===== config.mk =====
export PLATFORM = sky130hd
export DESIGN_NAME = nanov_peri_bus
export DESIGN_NICKNAME = d
export VERILOG_FILES = /design/src/rtl/nanov_peri_pkg.sv /design/src/rtl/nanov_peri_timer.sv /design/src/rtl/nanov_peri_bus.sv
export SDC_FILE = /design/constraint.sdc
export NUM_CORES = 1
export LEC_CHECK = 0
export CELL_PAD_IN_SITES_DETAIL_PLACEMENT = 1
export CELL_PAD_IN_SITES_GLOBAL_PLACEMENT = 1
export CORE_UTILIZATION = 26
export CTS_CLUSTER_DIAMETER = 100
export DETAILED_ROUTE_END_ITERATION = 16
export GPL_TIMING_DRIVEN = 1
export PLACE_DENSITY = 0.89
export SETUP_SLACK_MARGIN = 0.4
export SLEW_MARGIN = 20
export SYNTH_ARGS = -nofsm -noshare
export SYNTH_HDL_FRONTEND = slang
export SYNTH_SLANG_ARGS = --single-unit

===== constraint.sdc =====
create_clock -name clk -period 3.3 [get_ports clk]
set_clock_uncertainty 0.15 [all_clocks]
set_input_delay 0.99 -clock clk [delete_from_list [all_inputs] [get_ports clk]]
set_output_delay 0.99 -clock clk [all_outputs]
set_load 0.01 [all_outputs]

===== src/rtl/nanov_peri_pkg.sv =====
// Shared constants and select encoding for the nanoV peripheral interconnect.
// Build option NANOV_PERI_TIMER_EN adds the timer at OFF_TIMER/OFF_TIMECMP.
package nanov_peri_pkg;

  localparam logic [31:0] OFF_GPIO     = 32'h0000_0000;
  localparam logic [31:0] OFF_GPIO_OUT = 32'h0000_0004;
  localparam logic [31:0] OFF_UART     = 32'h0000_0010;
  localparam logic [31:0] UART_STRIDE  = 32'h0000_0008;
  localparam logic [31:0] OFF_TIMER    = 32'h0000_0040;
  localparam logic [31:0] OFF_TIMECMP  = 32'h0000_0044;

  // STATUS sits one word above DATA inside each UART slot
  localparam logic [31:0] UART_STAT_OFS = 32'h0000_0004;

  localparam int CH_W = 2;

  typedef enum logic [2:0] {
    SEL_NONE      = 3'd0,
    SEL_GPIO      = 3'd1,
    SEL_GPIO_OUT  = 3'd2,
    SEL_UART_DATA = 3'd3,
    SEL_UART_STAT = 3'd4,
    SEL_TIMER     = 3'd5,
    SEL_TIMECMP   = 3'd6
  } sel_kind_e;

  typedef struct packed {
    sel_kind_e       kind;
    logic [CH_W-1:0] ch;
  } sel_t;

  localparam sel_t SEL_RESET = '{kind: SEL_NONE, ch: '0};

  // CPU store data arrives LSB-first in bit 31
  function automatic logic [31:0] rev32(input logic [31:0] w);
    logic [31:0] r;
    for (int i = 0; i < 32; i++) r[i] = w[31-i];
    return r;
  endfunction

endpackage


===== src/rtl/nanov_peri_timer.sv =====
// Free-running 32-bit timer with a compare register and sticky match interrupt.
// Only instantiated when NANOV_PERI_TIMER_EN is defined.
module nanov_peri_timer (
  input  logic        clk,
  input  logic        rst_n,
  input  logic        wr_count,
  input  logic        wr_cmp,
  input  logic [31:0] wr_data,
  output logic [31:0] count,
  output logic [31:0] cmp,
  output logic        irq
);

  logic [31:0] count_q, count_d;
  logic [31:0] cmp_q, cmp_d;
  logic        irq_q, irq_d;

  always_comb begin
    count_d = count_q + 32'd1;
    cmp_d   = cmp_q;
    irq_d   = irq_q;
    if (wr_count) count_d = wr_data;
    if (count_q == cmp_q) irq_d = 1'b1;
    // A compare write on the match cycle wins, leaving the interrupt clear
    if (wr_cmp) begin
      cmp_d = wr_data;
      irq_d = 1'b0;
    end
  end

  always_ff @(posedge clk) begin
    if (!rst_n) begin
      count_q <= '0;
      cmp_q   <= 32'hFFFF_FFFF;
      irq_q   <= 1'b0;
    end else begin
      count_q <= count_d;
      cmp_q   <= cmp_d;
      irq_q   <= irq_d;
    end
  end

  assign count = count_q;
  assign cmp   = cmp_q;
  assign irq   = irq_q;

endmodule


===== src/rtl/nanov_peri_bus.sv =====
// Memory-mapped peripheral interconnect for nanoV: GPIO, UART steering, optional timer.
// Define NANOV_PERI_TIMER_EN to build the timer and timer_irq.
module nanov_peri_bus
  import nanov_peri_pkg::*;
#(
  parameter int          GPIO_W    = 8,
  parameter int          NUM_UART  = 1,
  parameter logic [31:0] BASE_ADDR = 32'h1000_0000
) (
  input  logic                  clk,
  input  logic                  rst_n,
  input  logic [31:0]           data_out,
  input  logic                  store_addr_out,
  input  logic                  store_data_out,
  input  logic                  data_in_read,
  output logic [31:0]           ext_data_in,
  input  logic [GPIO_W-1:0]     gpio_in,
  output logic [GPIO_W-1:0]     gpio_out,
  output logic [NUM_UART-1:0]   uart_tx_en,
  output logic [7:0]            uart_tx_data,
  input  logic [NUM_UART-1:0]   uart_tx_busy,
  output logic [NUM_UART-1:0]   uart_rx_read,
  input  logic [NUM_UART-1:0]   uart_rx_valid,
  input  logic [8*NUM_UART-1:0] uart_rx_data,
  output logic                  timer_irq
);

  // Handshake: the CPU presents an address with store_addr_out, then data with
  // store_data_out (or consumes ext_data_in with data_in_read); no back-pressure.

  sel_t              sel_q, sel_d, dec_sel;
  logic [GPIO_W-1:0] gpio_out_q, gpio_out_d;
  logic [GPIO_W-1:0] sync1_q, sync2_q;
  logic [31:0]       wr_word;
  logic [7:0]        rx_byte;
  logic              rx_valid_sel;
  logic              tx_busy_sel;
  logic              unused_wr;

  assign wr_word   = rev32(data_out);
  assign unused_wr = ^wr_word;

`ifdef NANOV_PERI_TIMER_EN
  logic [31:0] tmr_count;
  logic [31:0] tmr_cmp;
  logic        tmr_irq;
  logic        tmr_wr_count;
  logic        tmr_wr_cmp;

  assign tmr_wr_count = store_data_out && (sel_q.kind == SEL_TIMER);
  assign tmr_wr_cmp   = store_data_out && (sel_q.kind == SEL_TIMECMP);

  nanov_peri_timer u_timer (
    .clk      (clk),
    .rst_n    (rst_n),
    .wr_count (tmr_wr_count),
    .wr_cmp   (tmr_wr_cmp),
    .wr_data  (wr_word),
    .count    (tmr_count),
    .cmp      (tmr_cmp),
    .irq      (tmr_irq)
  );

  assign timer_irq = tmr_irq;
`else
  assign timer_irq = 1'b0;
`endif

  // Exact full-word match; anything else, including unbuilt channels, is SEL_NONE
  always_comb begin
    dec_sel = SEL_RESET;
    if (data_out == BASE_ADDR + OFF_GPIO)     dec_sel.kind = SEL_GPIO;
    if (data_out == BASE_ADDR + OFF_GPIO_OUT) dec_sel.kind = SEL_GPIO_OUT;
    for (int k = 0; k < NUM_UART; k++) begin
      if (data_out == BASE_ADDR + OFF_UART + UART_STRIDE * 32'(k)) begin
        dec_sel.kind = SEL_UART_DATA;
        dec_sel.ch   = CH_W'(k);
      end
      if (data_out == BASE_ADDR + OFF_UART + UART_STRIDE * 32'(k) + UART_STAT_OFS) begin
        dec_sel.kind = SEL_UART_STAT;
        dec_sel.ch   = CH_W'(k);
      end
    end
`ifdef NANOV_PERI_TIMER_EN
    if (data_out == BASE_ADDR + OFF_TIMER)   dec_sel.kind = SEL_TIMER;
    if (data_out == BASE_ADDR + OFF_TIMECMP) dec_sel.kind = SEL_TIMECMP;
`endif
  end

  always_comb begin
    sel_d      = store_addr_out ? dec_sel : sel_q;
    gpio_out_d = gpio_out_q;
    if (store_data_out && (sel_q.kind == SEL_GPIO)) gpio_out_d = wr_word[GPIO_W-1:0];
  end

  always_ff @(posedge clk) begin
    if (!rst_n) begin
      sel_q      <= SEL_RESET;
      gpio_out_q <= '0;
      sync1_q    <= '0;
      sync2_q    <= '0;
    end else begin
      sel_q      <= sel_d;
      gpio_out_q <= gpio_out_d;
      sync1_q    <= gpio_in;
      sync2_q    <= sync1_q;
    end
  end

  always_comb begin
    rx_byte      = '0;
    rx_valid_sel = 1'b0;
    tx_busy_sel  = 1'b0;
    for (int k = 0; k < NUM_UART; k++) begin
      if (sel_q.ch == CH_W'(k)) begin
        rx_byte      = uart_rx_data[8*k +: 8];
        rx_valid_sel = uart_rx_valid[k];
        tx_busy_sel  = uart_tx_busy[k];
      end
    end
  end

  // Strobes are forced low throughout reset
  always_comb begin
    uart_tx_en   = '0;
    uart_rx_read = '0;
    for (int k = 0; k < NUM_UART; k++) begin
      if (rst_n && (sel_q.kind == SEL_UART_DATA) && (sel_q.ch == CH_W'(k))) begin
        uart_tx_en[k]   = store_data_out;
        uart_rx_read[k] = data_in_read;
      end
    end
  end

  always_comb begin
    ext_data_in = '0;
    if (rst_n) begin
      case (sel_q.kind)
        SEL_GPIO:      ext_data_in[GPIO_W-1:0] = sync2_q;
        SEL_GPIO_OUT:  ext_data_in[GPIO_W-1:0] = gpio_out_q;
        SEL_UART_DATA: ext_data_in[7:0]        = rx_byte;
        SEL_UART_STAT: ext_data_in[1:0]        = {rx_valid_sel, tx_busy_sel};
`ifdef NANOV_PERI_TIMER_EN
        SEL_TIMER:     ext_data_in             = tmr_count;
        SEL_TIMECMP:   ext_data_in             = tmr_cmp;
`endif
        default:       ext_data_in             = '0;
      endcase
    end
  end

  assign gpio_out     = gpio_out_q;
  assign uart_tx_data = wr_word[7:0];

endmodule


After elaboration in Yosys (flattened, before gate mapping)
Index checks and enable logic that the tools add are counted.

cells by class
  eq/ne operators = 8
  reduce and logical (&&, ||, !) cells = 4
  multiplexer cells = 12

operators with widths
  operator                                                count
  equality test 32 x 29 -> 1 bit (second input constant)  4
  case mux 6 bit (3 select lines)                         1
  2-to-1 mux 8 bit                                        2
  2-to-1 mux 5 bit                                        2
  case mux 2 bit (4 select lines)                         1
  equality test 3 x 2 -> 1 bit (second input constant)    2
  2-to-1 mux 1 bit                                        5
  equality test 3 x 1 -> 1 bit (second input constant)    1
  equality test 3 bit (second input constant)             1
  logical AND 1 bit                                       3
  2-to-1 mux 3 bit                                        1
  logical NOT 2 bit                                       1

word-level totals
  input bits = 55
  output and inout bits = 51
  register bits = 29

Depth between registers and ports, before layout
  depth in word-level cells = 5
  mapped depth = 5

Least setup slack after synthesis
No wires, ideal clock.

  path kind = input-to-output
  start = input port rst_n
  end = output port uart_rx_read
  arrival time = 1,763 ps
  stages on the path = 3
  slack = 397 ps
  cell sequence = clkbuf_1 > nand2_1 > nor4b_1

between the ends
  longest elaborated chain between the ends = 3

RTL lines
  what                            RTL line               source
  start, declared                 nanov_peri_bus.sv:11   input logic rst_n,
  logical AND 1 bit (2 in a row)  nanov_peri_bus.sv:128  if (rst_n && (sel_q.kind == SEL_UART_DATA) && (sel_q.ch == CH_W'(k))) begin
  2-to-1 mux 1 bit                nanov_peri_bus.sv:128
  end, declared                   nanov_peri_bus.sv:22   output logic [NUM_UART-1:0] uart_rx_read,

No other way between the ends.

Final worst setup path
  start = input port uart_rx_data[0]
  end = output port ext_data_in[0]

between the ends
  longest elaborated chain between the ends = 3

RTL lines
  what                             RTL line               source
  start, declared                  nanov_peri_bus.sv:24   input logic [8*NUM_UART-1:0] uart_rx_data,
  2-to-1 mux 8 bit                 nanov_peri_bus.sv:115  if (sel_q.ch == CH_W'(k)) begin
  case mux 2 bit (4 select lines)  nanov_peri_bus.sv:138  case (sel_q.kind)
  2-to-1 mux 8 bit                 nanov_peri_bus.sv:137  if (rst_n) begin
  end, declared                    nanov_peri_bus.sv:16   output logic [31:0] ext_data_in,

No other way between the ends.

==> out/qor.yml <==
cells_and_area:
  nets: 288
  antenna-diode-count: 0
  multi_input_area_um2: 803
  area_growth_pct: 54.9
  seqCellArea_um2: 542
  layout_common_cells: "clkdlybuf4s50_1 (47), dfxtp_1 (26), conb_1 (25)"
  n_fill_cell: 619
  final_common_cell: "clkdlybuf4s50_1"
  drive_gt1_frac: 0.259
  fin_util: 0.431
floorplanning:
  fp.dieW_um: 77.1
  die-area_um2: 5940
  core_area_um2: 5270
  die_h_um: 77.1
  boundaryPins: 106
  start_util: 0.278
  num_rows: 26
sta:
  period_minus_slack_ps: 3020
  slew_headroom: 0.672
  rsz0062_at_grt: "true"
  finalCritPeriodShare: 0.916
  drv_slew: 0
  worst_slew_pin_slew_ps: 485
  setup_violations: 0
  hold_viol: 0
  hold_slack_ps: 289
  max_freq_mhz: 331
synth:
  yosysSeqAreaShare: 0.369
  synthTopCellsByArea: "dfxtp_1 (37%), buf_4 (17%), and2_1 (8.1%)"
  avgSynthCellArea_um2: 9.46
  synth_compound_area_frac: 0.0666
  yosysUniqueCellTypes: 28
  syn-cell-area_um2: 1470
  ys_ff_latch: 27
  synth_top_family_by_area: "simple AND/OR/NAND/NOR gates"
  netlist.area_leader.share: 0.369
  synth-xor-area-share: 0.00597
  synth_largest_area_cell: "dfxtp_1"
  yosys.area_share.simple: 0.239
  yosysWarnings: 0
  synthMuxAreaShare: 0.116
  synth_fa_ha_area_frac: 0
  postSynthCellCount: 155
place:
  post-dp-hpwl_um: 3130
  io_buffers: 80
  gp_congestion: 0.717
clocking:
  cts_tree: "yes"
  clk_path_buf_depth: 2
  cts_num_sinks: 27
  clk_transition_reported_paths_ps: 90
  clock_latency_ps: 280
  cts_hold_buf: 0
  clockRootBuffer: "clkbuf_8"
  cts_max_level: 1
  cts_buffers: 3
critical_path:
  cpPeakStageDelay_ps: 250
  required_ps: 2160
  cp-start-kind: "input pin"
  critical_path_class: "in2out"
  arrival_ps: 1880
  cp_top_family: "compound AO/OA/AOI/OAI gates"
  critPathBufInv: 2
  cp_slowest_cell: "mux2_4"
  cp-end-kind: "output port"
  critPathMaxFanout: 1
  path_cells: "buf_6, mux2_4, a22oi_2, o21ai_2, and2_1, buf_2"
route:
  via_per_inst: 4.17
  routed_wl_um: 4160
  routedWlPerCell_um: 13.8
  vias: 1258
  drtAntennaViolNets: 0
  drtPass1Iterations: 3
  drtIter0Drc: 51
  drc: 0
power_and_ir_drop:
  p_leak_nw: 0.930
  ir_worst_vdd_v: 0.000164
  p_per_area_nw_per_um2: 284
grt:
  grt_pass1_wl_um: 6400
  grt_usage: 0.136
  antenna_found_initial: 0
  grt.overflow.total: 0
  grt_max_degree: 17
  grt_pass1_vias: 1280
run_status:
  status: "finished, final reports clean"
hold_path:
  hold_path.class: "reg2reg"
run:
  max_cap_violations: 0
metrics by stage:
stage | TNS (ps) | setup WS, ps | total power, mW | instance area [um^2] | instances
3_3_place_gp | -4250 | -464 | 0.457 | 2200 | 295
5_1_grt | 0 | 239 | 0.669 | 2270 | 302
6_report | 0 | 276 | 0.644 | 2270 | 302
4_1_cts | 0 | 155 | 0.650 | 2280 | 302
2_1_floorplan | 0 | 517 | 0.405 | 1560 | 179
3_5_place_dp | -4480 | -490 | 0.459 | 2200 | 295
state kept, by name (all words and copies together) (netlist names):
| signal | count |
|---|---|
| sync2_q | 8 |
| sel_q | 3 |
| gpio_out | 8 |
| sync1_q | 8 |
power by group:
group / internal (mW) / switching, mW / total (mW) / leakage (nW)
logic: 0.0721 / 0.0405 / 0.113 / 0.687
registers: 0.335 / 0.00205 / 0.337 / 0.221
clock network: 0.0859 / 0.109 / 0.195 / 0.0217
total: 0.493 / 0.152 / 0.644 / 0.930
synthesized netlist by cell type:
library cell	instances
and3b_1	2
buf_6	2
inv_1	1
nor2b_1	9
nor2_4	2
nor4b_1	3
o32ai_1	1
nor4_1	5
nand3b_1	1
mux2i_1	8
o21ai_0	2
nor2_1	8
a31o_2	1
and2_1	19
nand3_1	2
a41o_1	1
xor2_1	1
or3b_1	1
mux2_2	8
buf_4	33
nand4_1	2
conb_1	1
nand2_1	1
a22oi_1	8
dfxtp_1	27
nor3_1	1
clkbuf_1	3
buf_2	2
worst paths after layout:
kind	start	to	slack [ps]	depth (start not counted)
worst max register to register	sel_q[2]	gpio_out[6]	1410	7
worst max-delay path	uart_rx_data[0]	ext_data_in[0]	280	6
worst min register to register	sync1_q[3]	sync2_q[3]	290	1
worst min-delay path	sync1_q[3]	sync2_q[3]	290	1
what timing repair did:
| action | 4_1_cts | 5_1_grt |
|---|---|---|
| pin swaps | 17 | 15 |
| endpoints found under the setup margin | 18 | 15 |
| resized for setup | 99 | 20 |
| setup buffers | 3 | 0 |
kinds of logic after synthesis:
family,count (synthesis)
other,1
multiplexers,16
AND/OR/NAND/NOR,56
buffers and inverters,41
XOR/XNOR,1
flip-flops,27
AO/OA/AOI/OAI,13
metal layers:
metal,wire (um),track usage,vias to the layer above
met3,283,0.0262,5
met1,1800,0.157,570
met2,2030,0.249,61
li1,-,-,622
met4,47,0.0453,0
met5,0,0,-
cell type report:
class | instances | area share
multi-input combinational | 111 | 0.354
timing repair buffer | 89 | 0.346
sequential | 27 | 0.239
tap | 70 | 0.0386
clock buffer | 3 | 0.0182
clock inverter | 1 | 0.00331
inverter | 1 | 0.00165
worst reg2reg max path, cell delays in order (launching register included):
cell and delay [ps]:
dfxtp_1 400, buf_4 230, nand3b_1 140, buf_4 160
buf_4 130, nor2_4 250, mux2i_1 250, nor2b_1 70
No activity file was read; power rests on OpenSTA's default activity.
